==> config.mk <==
export PLATFORM = sky130hd
export DESIGN_NAME = mult_share_arbiter_flat
export DESIGN_NICKNAME = d
export VERILOG_FILES = /design/src/rtl/mult_ctrl_pkg.sv /design/src/rtl/mult_share_arbiter_if.sv /design/src/rtl/rr_arbiter2.sv /design/src/rtl/mult_share_arbiter.sv /design/src/flat_wrapper.sv
export SDC_FILE = /design/constraint.sdc
export NUM_CORES = 1
export LEC_CHECK = 0
export CORE_MARGIN = 2
export CORE_UTILIZATION = 42
export DETAILED_ROUTE_END_ITERATION = 6
export GPL_ROUTABILITY_DRIVEN = 0
export HOLD_SLACK_MARGIN = 0.06
export PLACE_DENSITY = 0.85
export SYNTH_ARGS = -nofsm -noshare
export SYNTH_HDL_FRONTEND = slang
export SYNTH_SLANG_ARGS = --single-unit
==> constraint.sdc <==
create_clock -name clk -period 3.8 [get_ports clk]
set_input_delay 0.38 -clock clk [delete_from_list [all_inputs] [get_ports clk]]
set_output_delay 0.38 -clock clk [all_outputs]
set_load 0.01 [all_outputs]
==> src/rtl/mult_ctrl_pkg.sv <==
// Shared types and default widths for the multiplier-sharing arbiter slice.
package mult_ctrl_pkg;

    localparam int OP_WIDTH  = 16;
    localparam int RES_WIDTH = 32;

    typedef enum logic [1:0] {
        IDLE,
        ISSUE,
        WAIT_DONE,
        RESPOND
    } arb_state_t;

    // 0 = port 0 (SPI path), 1 = port 1 (UART path)
    typedef logic grant_t;

endpackage

==> src/rtl/mult_share_arbiter_if.sv <==
// Request/response/multiplier bundle; the arbiter is the slave, the requesters and multiplier core sit on the master side.
interface mult_share_arbiter_if #(
    parameter int OP_WIDTH  = mult_ctrl_pkg::OP_WIDTH,
    parameter int RES_WIDTH = mult_ctrl_pkg::RES_WIDTH
);
    logic                 req0_valid;
    logic [OP_WIDTH-1:0]  req0_a;
    logic [OP_WIDTH-1:0]  req0_b;
    logic                 req0_ready;
    logic                 req1_valid;
    logic [OP_WIDTH-1:0]  req1_a;
    logic [OP_WIDTH-1:0]  req1_b;
    logic                 req1_ready;
    logic                 rsp0_valid;
    logic                 rsp1_valid;
    logic [RES_WIDTH-1:0] rsp_result;
    logic                 rsp_err;
    logic                 mul_start;
    logic [OP_WIDTH-1:0]  mul_a;
    logic [OP_WIDTH-1:0]  mul_b;
    logic                 mul_done;
    logic [RES_WIDTH-1:0] mul_result;

    modport master (
        output req0_valid, req0_a, req0_b, req1_valid, req1_a, req1_b,
               mul_done, mul_result,
        input  req0_ready, req1_ready, rsp0_valid, rsp1_valid, rsp_result, rsp_err,
               mul_start, mul_a, mul_b
    );

    modport slave (
        input  req0_valid, req0_a, req0_b, req1_valid, req1_a, req1_b,
               mul_done, mul_result,
        output req0_ready, req1_ready, rsp0_valid, rsp1_valid, rsp_result, rsp_err,
               mul_start, mul_a, mul_b
    );

endinterface

==> src/rtl/rr_arbiter2.sv <==
// Two-way round-robin grant, purely combinational (zero latency).
// No backpressure of its own: a tie goes to the port that did not win last.
module rr_arbiter2
    import mult_ctrl_pkg::*;
(
    input  logic [1:0] req,
    input  grant_t     last_grant,
    output logic       gnt_vld,
    output grant_t     gnt
);

    always_comb begin
        gnt_vld = |req;
        gnt     = 1'b0;
        case (req)
            2'b01:   gnt = 1'b0;
            2'b10:   gnt = 1'b1;
            2'b11:   gnt = ~last_grant;
            default: gnt = 1'b0;
        endcase
    end

endmodule

==> src/rtl/mult_share_arbiter.sv <==
// Shares one multiplier between the SPI (port 0) and UART (port 1) requesters; response one cycle after mul_done.
// Requesters are held off (ready low) for the whole accept/issue/wait/respond sequence; a watchdog bounds the wait.
module mult_share_arbiter #(
    parameter int OP_WIDTH       = mult_ctrl_pkg::OP_WIDTH,
    parameter int RES_WIDTH      = mult_ctrl_pkg::RES_WIDTH,
    parameter int TIMEOUT_CYCLES = 255
) (
    input  logic                clk,
    input  logic                reset,
    mult_share_arbiter_if.slave bus,
    output logic                busy
);
    import mult_ctrl_pkg::*;

    localparam int CNT_W = $clog2(TIMEOUT_CYCLES + 1);

    arb_state_t           state;
    grant_t               last_grant;
    grant_t               grant_q;
    grant_t               arb_gnt;
    logic                 arb_vld;
    logic                 accept;
    logic [CNT_W-1:0]     cnt;
    logic [OP_WIDTH-1:0]  a_q;
    logic [OP_WIDTH-1:0]  b_q;
    logic [RES_WIDTH-1:0] result_q;
    logic                 err_q;
    logic                 start_q;
    logic                 rsp0_q;
    logic                 rsp1_q;

    rr_arbiter2 u_rr (
        .req        ({bus.req1_valid, bus.req0_valid}),
        .last_grant (last_grant),
        .gnt_vld    (arb_vld),
        .gnt        (arb_gnt)
    );

    // Gated by reset so that ready reads 0 while reset is asserted.
    assign accept         = reset && (state == IDLE) && arb_vld;
    assign bus.req0_ready = accept && (arb_gnt == 1'b0);
    assign bus.req1_ready = accept && (arb_gnt == 1'b1);

    assign bus.mul_start  = start_q;
    assign bus.mul_a      = a_q;
    assign bus.mul_b      = b_q;
    assign bus.rsp0_valid = rsp0_q;
    assign bus.rsp1_valid = rsp1_q;
    assign bus.rsp_result = result_q;
    assign bus.rsp_err    = err_q;
    assign busy           = (state != IDLE);

    always_ff @(posedge clk or negedge reset) begin
        if (!reset) begin
            state      <= IDLE;
            last_grant <= 1'b1;
            grant_q    <= 1'b0;
            cnt        <= '0;
            a_q        <= '0;
            b_q        <= '0;
            result_q   <= '0;
            err_q      <= 1'b0;
            start_q    <= 1'b0;
            rsp0_q     <= 1'b0;
            rsp1_q     <= 1'b0;
        end else begin
            start_q <= 1'b0;
            rsp0_q  <= 1'b0;
            rsp1_q  <= 1'b0;
            case (state)
                IDLE: begin
                    if (accept) begin
                        a_q        <= arb_gnt ? bus.req1_a : bus.req0_a;
                        b_q        <= arb_gnt ? bus.req1_b : bus.req0_b;
                        grant_q    <= arb_gnt;
                        last_grant <= arb_gnt;
                        cnt        <= '0;
                        start_q    <= 1'b1;
                        state      <= ISSUE;
                    end
                end
                ISSUE: begin
                    // Counts the first WAIT_DONE cycle as 1, so expiry lands after
                    // exactly TIMEOUT_CYCLES cycles spent waiting.
                    cnt   <= cnt + 1'b1;
                    state <= WAIT_DONE;
                end
                WAIT_DONE: begin
                    if (bus.mul_done) begin
                        result_q <= bus.mul_result;
                        err_q    <= 1'b0;
                        rsp0_q   <= ~grant_q;
                        rsp1_q   <= grant_q;
                        state    <= RESPOND;
                    end else if (cnt == CNT_W'(TIMEOUT_CYCLES)) begin
                        result_q <= '0;
                        err_q    <= 1'b1;
                        rsp0_q   <= ~grant_q;
                        rsp1_q   <= grant_q;
                        state    <= RESPOND;
                    end else begin
                        cnt <= cnt + 1'b1;
                    end
                end
                RESPOND: begin
                    state <= IDLE;
                end
                default: begin
                    state <= IDLE;
                end
            endcase
        end
    end

endmodule

==> src/flat_wrapper.sv <==
// flat-port wrapper written by rule: the top's interface ports become plain ports
module mult_share_arbiter_flat import mult_ctrl_pkg::*;
#(
    parameter int OP_WIDTH       = mult_ctrl_pkg::OP_WIDTH,
    parameter int RES_WIDTH      = mult_ctrl_pkg::RES_WIDTH,
    parameter int TIMEOUT_CYCLES = 255
)
  (clk, reset, busy, bus_req0_valid, bus_req0_a, bus_req0_b, bus_req1_valid, bus_req1_a, bus_req1_b, bus_mul_done, bus_mul_result, bus_req0_ready, bus_req1_ready, bus_rsp0_valid, bus_rsp1_valid, bus_rsp_result, bus_rsp_err, bus_mul_start, bus_mul_a, bus_mul_b);
  mult_share_arbiter_if #(.OP_WIDTH(OP_WIDTH), .RES_WIDTH(RES_WIDTH)) bus_i ();
  input  logic clk;
  input  logic reset;
  output logic busy;
  input wire logic [$bits(bus_i.req0_valid)-1:0] bus_req0_valid;
  input wire logic [$bits(bus_i.req0_a)-1:0] bus_req0_a;
  input wire logic [$bits(bus_i.req0_b)-1:0] bus_req0_b;
  input wire logic [$bits(bus_i.req1_valid)-1:0] bus_req1_valid;
  input wire logic [$bits(bus_i.req1_a)-1:0] bus_req1_a;
  input wire logic [$bits(bus_i.req1_b)-1:0] bus_req1_b;
  input wire logic [$bits(bus_i.mul_done)-1:0] bus_mul_done;
  input wire logic [$bits(bus_i.mul_result)-1:0] bus_mul_result;
  output wire logic [$bits(bus_i.req0_ready)-1:0] bus_req0_ready;
  output wire logic [$bits(bus_i.req1_ready)-1:0] bus_req1_ready;
  output wire logic [$bits(bus_i.rsp0_valid)-1:0] bus_rsp0_valid;
  output wire logic [$bits(bus_i.rsp1_valid)-1:0] bus_rsp1_valid;
  output wire logic [$bits(bus_i.rsp_result)-1:0] bus_rsp_result;
  output wire logic [$bits(bus_i.rsp_err)-1:0] bus_rsp_err;
  output wire logic [$bits(bus_i.mul_start)-1:0] bus_mul_start;
  output wire logic [$bits(bus_i.mul_a)-1:0] bus_mul_a;
  output wire logic [$bits(bus_i.mul_b)-1:0] bus_mul_b;
  assign bus_i.req0_valid = bus_req0_valid;
  assign bus_i.req0_a = bus_req0_a;
  assign bus_i.req0_b = bus_req0_b;
  assign bus_i.req1_valid = bus_req1_valid;
  assign bus_i.req1_a = bus_req1_a;
  assign bus_i.req1_b = bus_req1_b;
  assign bus_i.mul_done = bus_mul_done;
  assign bus_i.mul_result = bus_mul_result;
  assign bus_req0_ready = bus_i.req0_ready;
  assign bus_req1_ready = bus_i.req1_ready;
  assign bus_rsp0_valid = bus_i.rsp0_valid;
  assign bus_rsp1_valid = bus_i.rsp1_valid;
  assign bus_rsp_result = bus_i.rsp_result;
  assign bus_rsp_err = bus_i.rsp_err;
  assign bus_mul_start = bus_i.mul_start;
  assign bus_mul_a = bus_i.mul_a;
  assign bus_mul_b = bus_i.mul_b;
  mult_share_arbiter #(.OP_WIDTH(OP_WIDTH), .RES_WIDTH(RES_WIDTH), .TIMEOUT_CYCLES(TIMEOUT_CYCLES)) u_core (.clk(clk), .reset(reset), .bus(bus_i), .busy(busy));
endmodule
### Word level (Yosys, flattened, before mapping)

Cells that the tools add are included.

| word-level totals | value |
|---|---|
| flip-flop bits (word level) | 80 |
| output and inout bits | 71 |
| logic and storage cells | 61 |

| cells by class | value |
|---|---|
| mux-type cells | 23 |
| bitwise gates (word level) | 3 |
| add/sub/neg operators | 1 |
| reduce and logical (&&, ||, !) cells | 13 |
| equal/unequal tests | 10 |

Operators with widths:

| operator | count |
|---|---|
| $mux 32 | 2 |
| $mux 16 | 2 |
| $mux 8 | 3 |
| $pmux 8 s3 | 1 |
| $mux 1 | 10 |
| $add 8x1->8 const B | 1 |
| $eq 2x2->1 const B | 4 |
| $eq 8x8->1 const B | 1 |
| $pmux 2 s4 | 1 |
| $mux 2 | 3 |
| $reduce_and 2->1 | 3 |
| $logic_and 1x1->1 | 4 |
| $ne 2x2->1 const B | 2 |
| $reduce_and 4->1 | 1 |
| $reduce_bool 2->1 | 2 |
| $ne 3x2->1 const B | 1 |
| $not 1->1 | 3 |
| $reduce_bool 3->1 | 1 |
| $eq 2x1->1 const B | 1 |
| $logic_not 2->1 | 1 |
| $ne 2x1->1 const B | 1 |
| $pmux 1 s2 | 1 |
| $reduce_or 2->1 | 1 |

### Depth between registers and ports, before layout

| logic depth | value |
|---|---|
| word-level depth | 5 |
| depth in mapped cells | 8 |
| mapped depth without buffers | 6 |

### Modules after synthesis

From an unflattened synthesis, not the netlist that was laid out.

| second synthesis, totals | value |
|---|---|
| cells, all modules | 298 |
| area, all modules | 3442.1 µm² |

By module, submodules not included:

| module | cells each | seq. area each (µm²) | area each (µm²) | times used |
|---|---|---|---|---|
| mult_share_arbiter | 296 | 2003.2 | 3428.3 | 1 |
| rr_arbiter2 | 2 | 0.0 | 13.8 | 1 |

### Least setup slack after synthesis

OpenSTA, ideal clock, no wires.

| timing path | value |
|---|---|
| kind | reg2reg |
| from | reg u_core.state[0] |
| to | reg u_core.cnt[0] |
| cell stages (with the launch flop) | 9 |
| path slack | 2.017 ns |
| period minus slack after synthesis | 1.783 ns |
| setup time | 0.125 ns |
| required time | 3.675 ns |
| arrival | 1.658 ns |
| cells stage by stage | dfrtp_1 > inv_1 > ha_1 > and2_1 > buf_2 > a31oi_4 > buf_4 > nand2_1 > mux2_2 |

| between the ends | value |
|---|---|
| word-level cells in the longest chain between the ends | 5 |
| elaborated cells between the ends (all ways) | 11 |

Ends and longest elaborated chain:

| element | RTL line | RTL |
|---|---|---|
| start, declared | mult_share_arbiter.sv:17 | `arb_state_t state;` |
| start signal, assigned | mult_share_arbiter.sv:55 | `state <= IDLE;` |
| start signal, assigned | mult_share_arbiter.sv:79 | `state <= ISSUE;` |
| start signal, assigned | mult_share_arbiter.sv:86 | `state <= WAIT_DONE;` |
| $logic_not 2->1 | mult_share_arbiter.sv:40, mult_share_arbiter.sv:70 |  |
| $logic_and 1x1->1 (2 in a row) | mult_share_arbiter.sv:40 | `assign accept = reset && (state == IDLE) && arb_vld;` |
| $ne 2x1->1 (no source line) | n/a |  |
| $reduce_and 4->1 (no source line) | n/a |  |
| end signal, assigned | mult_share_arbiter.sv:85 | `cnt <= cnt + 1'b1;` |
| end signal, assigned | mult_share_arbiter.sv:102 | `cnt <= cnt + 1'b1;` |
| end, declared | mult_share_arbiter.sv:23 | `logic [CNT_W-1:0] cnt;` |

Parallel ways exist; a longest one is shown, timed or not.
A chain may end at the register's enable or synchronous reset.

### Worst setup path in the final report

| timing path | value |
|---|---|
| from | reg u_core.state[0] |
| to | out bus_req0_ready |

| between the ends | value |
|---|---|
| word-level cells in the longest chain between the ends | 4 |

Ends and longest elaborated chain:

| element | RTL line | RTL |
|---|---|---|
| $logic_not 2->1 | mult_share_arbiter.sv:40 |  |
| $logic_and 1x1->1 (2 in a row) | mult_share_arbiter.sv:40 |  |
| $logic_and 1x1->1 | mult_share_arbiter.sv:41 | `assign bus.req0_ready = accept && (arb_gnt == 1'b0);` |
| end, declared | flat_wrapper.sv:21 | `output wire logic [$bits(bus_i.req0_ready)-1:0] bus_req0_ready;` |

Every way passes these cells.

==> flow_summary.ini <==
[timing]
clock.fmax_mhz = 293
relSlewSlack = 0.120
period_share = 0.897
clock_skew_ns = 0.0107
drv_slew = 0
setup_viol = 0
finalCriticalPeriod_ns = 3.41
hold_violations = 0
rsz0062_at_grt = no
worst_pin_slew_ns = 1.32
tns_ns = 0

[critical_path]
crit_type = reg -> out
crit_chain = inv_1 > ha_1 > o211ai_2 > nor2_2 > clkdlybuf4s50_1
endpoint = bus_req0_ready
worstSetupStartpoint = u_core.state[0]$_DFFE_PN0P_
rr_endpoint = u_core.bus.mul_b[1]$_DFFE_PN0P_
crit_family = simple AND/OR/NAND/NOR gates
end_kind = output pin
worstPathRequired_ns = 3.42
reg2reg_depth = 6
reg2reg_from = u_core.state[0]$_DFFE_PN0P_
critPathSlowestCell = nor2_2
slowest_delay_ns = 1.02
crit_buf_inv = 2
crit_arrival_ns = 3.03
cp.depth = 5
critPathMaxFanout = 33
ff2ff_setup_slack_ns = 1.40
critPathLaunchType = register

[logic_synthesis]
synth_ff_type = dfrtp_1
yosysMostFrequentCell = dfrtp_1
yosysTopAreaCell = dfrtp_1
synth_nets = 372
netlist_area_um2 = 3280
synth_commonest_cells = dfrtp_1 (79), inv_1 (41), a22o_1 (34)
async_flop_share = 1.00
yosys.area.top_type_share = 0.602
syn_inst = 266
ys_ff_latch = 80
ys_warn_count = 0
netlist-cell-type-count = 30
synth-edff-count = 0
synth.avg_cell_area_um2 = 12.3
seq_area_frac_synth = 0.610
synth_area_leaders = dfrtp_1 (60%), a222oi_1 (9.8%), a22o_1 (9.1%)

[finish]
drive_gt1_frac = 0.0732
synthToLayoutAreaGrowth_pct = 61.7
nFillCells = 567
layout.nets = 538
antennaDiodeCount = 0

[power]
vdd_drop_max_mv = 0.335
power_mw = 4.02
leakage_nw = 2.48
p_per_area_nw_per_um2 = 757

[floorplan]
rows = 32
core_um2 = 7650
die-area_um2 = 8540
io_pins = 172
die_w_um = 92.4
die_y_um = 92.4
initial_utilization = 0.429

[grt]
grt_use_total = 0.215
overflow = 0
grt_pass1_vias = 2907
grt_max_degree = 83
grt_pass1_wl_um = 14400
antenna_found_initial = 0

[run]
maxCapViolations = 0

[cts]
numCtsBuffers = 9
ctsResizeCount = 0
hold_buffers = 0
cts-htree-levels = 3
root_buffer = clkbuf_8
postCtsSetupBuffers = 0
clock_sinks = 80
clkLatencyLatePin_ns = 0.35
cts_tree = built
clk_pin_slew_worst_paths_ns = 0.08
clk_path_buf_depth = 2

[route]
drt_iter0_drc = 228
firstDrtPassIters = 5
vias = 2936
antenna_left = 0
drt_wl_total_um = 9140
vias_per_cell = 5.45
drc_errors = 0
wl_per_cell_um = 17.0

[outcome]
status = finished clean

[placed_design]
dp_hpwl_um = 6570
io_buffers = 171

[min_path]
hold_path_class = in -> async
cell type report:
class	count	area (um2)	share of cell area
Inverter	41	154	0.0290
Sequential cell	80	2000	0.377
Multi-Input combinational cell	124	1030	0.194
Clock buffer	9	124	0.0233
Tap cell	102	128	0.0240
Clock inverter	7	126	0.0238
Timing Repair Buffer	176	1750	0.329
per-stage QoR:
| stage | utilization | instance area [um2] | setup WS [ns] | hold WS [ns] | cells |
|---|---|---|---|---|---|
| 2_1_floorplan | - | 3280 | 2.02 | 0.0844 | 266 |
| 3_3_place_gp | 0.662 | 5060 | 0.750 | 0.438 | 523 |
| 3_5_place_dp | 0.662 | 5060 | 0.726 | 0.446 | 523 |
| 4_1_cts | 0.695 | 5310 | 0.428 | 0.349 | 539 |
| 5_1_grt | 0.695 | 5310 | 0.220 | 0.388 | 539 |
| 6_report | 0.695 | 5310 | 0.390 | 0.318 | 539 |
layer usage:
layer | track usage | share of wire
met5 | 0 | 0
met4 | 0.0958 | 0.030
met3 | 0.0667 | 0.091
met2 | 0.354 | 0.49
met1 | 0.259 | 0.39
cell usage in the layout (no fill, tap or decap), drive strengths merged:
cell type and instances:
bufinv 3, o32a 1, a222oi 32, a21boi 2
nand2b 1, clkdlybuf4s50 170, a22o 34, nor2 5
nand3 4, nand2 6, a31oi 5, and2 3
and3 4, o21ai 3, a21oi 5, a211o 1
clkinvlp 1, a31o 3, mux2 2, o211ai 1
dfrtp 79, clkbuf 9, a21o 3, inv 44
and4 2, buf 6, dfstp 1, ha 5
nor3 2
power by group:
part / internal, mW / switching [mW] / total (mW)
Clock: 0.446 / 0.322 / 0.767
Combinational: 1.05 / 0.767 / 1.82
Sequential: 1.22 / 0.216 / 1.43
worst min-delay path by stage:
stage | to | slack [ns] | cells past startpoint | start
floorplan | u_core.bus.mul_a[0]$_DFFE_PN0P_ | 0.08 | 0 | reset
global placement | u_core.bus.rsp0_valid$_DFF_PN0_ | 0.44 | 1 | u_core.grant_q$_DFFE_PN0P_
detailed placement | u_core.bus.rsp0_valid$_DFF_PN0_ | 0.45 | 1 | u_core.grant_q$_DFFE_PN0P_
CTS | u_core.bus.rsp_result[21]$_DFFE_PN0P_ | 0.35 | 2 | reset
global route | u_core.bus.rsp_result[21]$_DFFE_PN0P_ | 0.39 | 2 | reset
finish | u_core.grant_q$_DFFE_PN0P_ | 0.32 | 2 | reset
cell families after synthesis:
family,after synthesis,share of synthesized area
flip-flops,80,0.610
buffers and inverters,62,0.0773
multiplexers,2,0.00686
AND/OR/NAND/NOR,27,0.0423
AO/OA/AOI/OAI,90,0.245
adder cells (fa/ha/maj),5,0.0190
flip-flops by register name (all words and copies together) (netlist names):
register,cells
u_core.state,2
u_core.bus.mul_b,16
u_core.bus.rsp1_valid,1
u_core.bus.rsp0_valid,1
u_core.bus.mul_a,16
u_core.grant_q,1
u_core.cnt,8
u_core.bus.rsp_err,1
u_core.bus.mul_start,1
u_core.last_grant,1
u_core.bus.rsp_result,32
(Power assumes the default switching activity.)
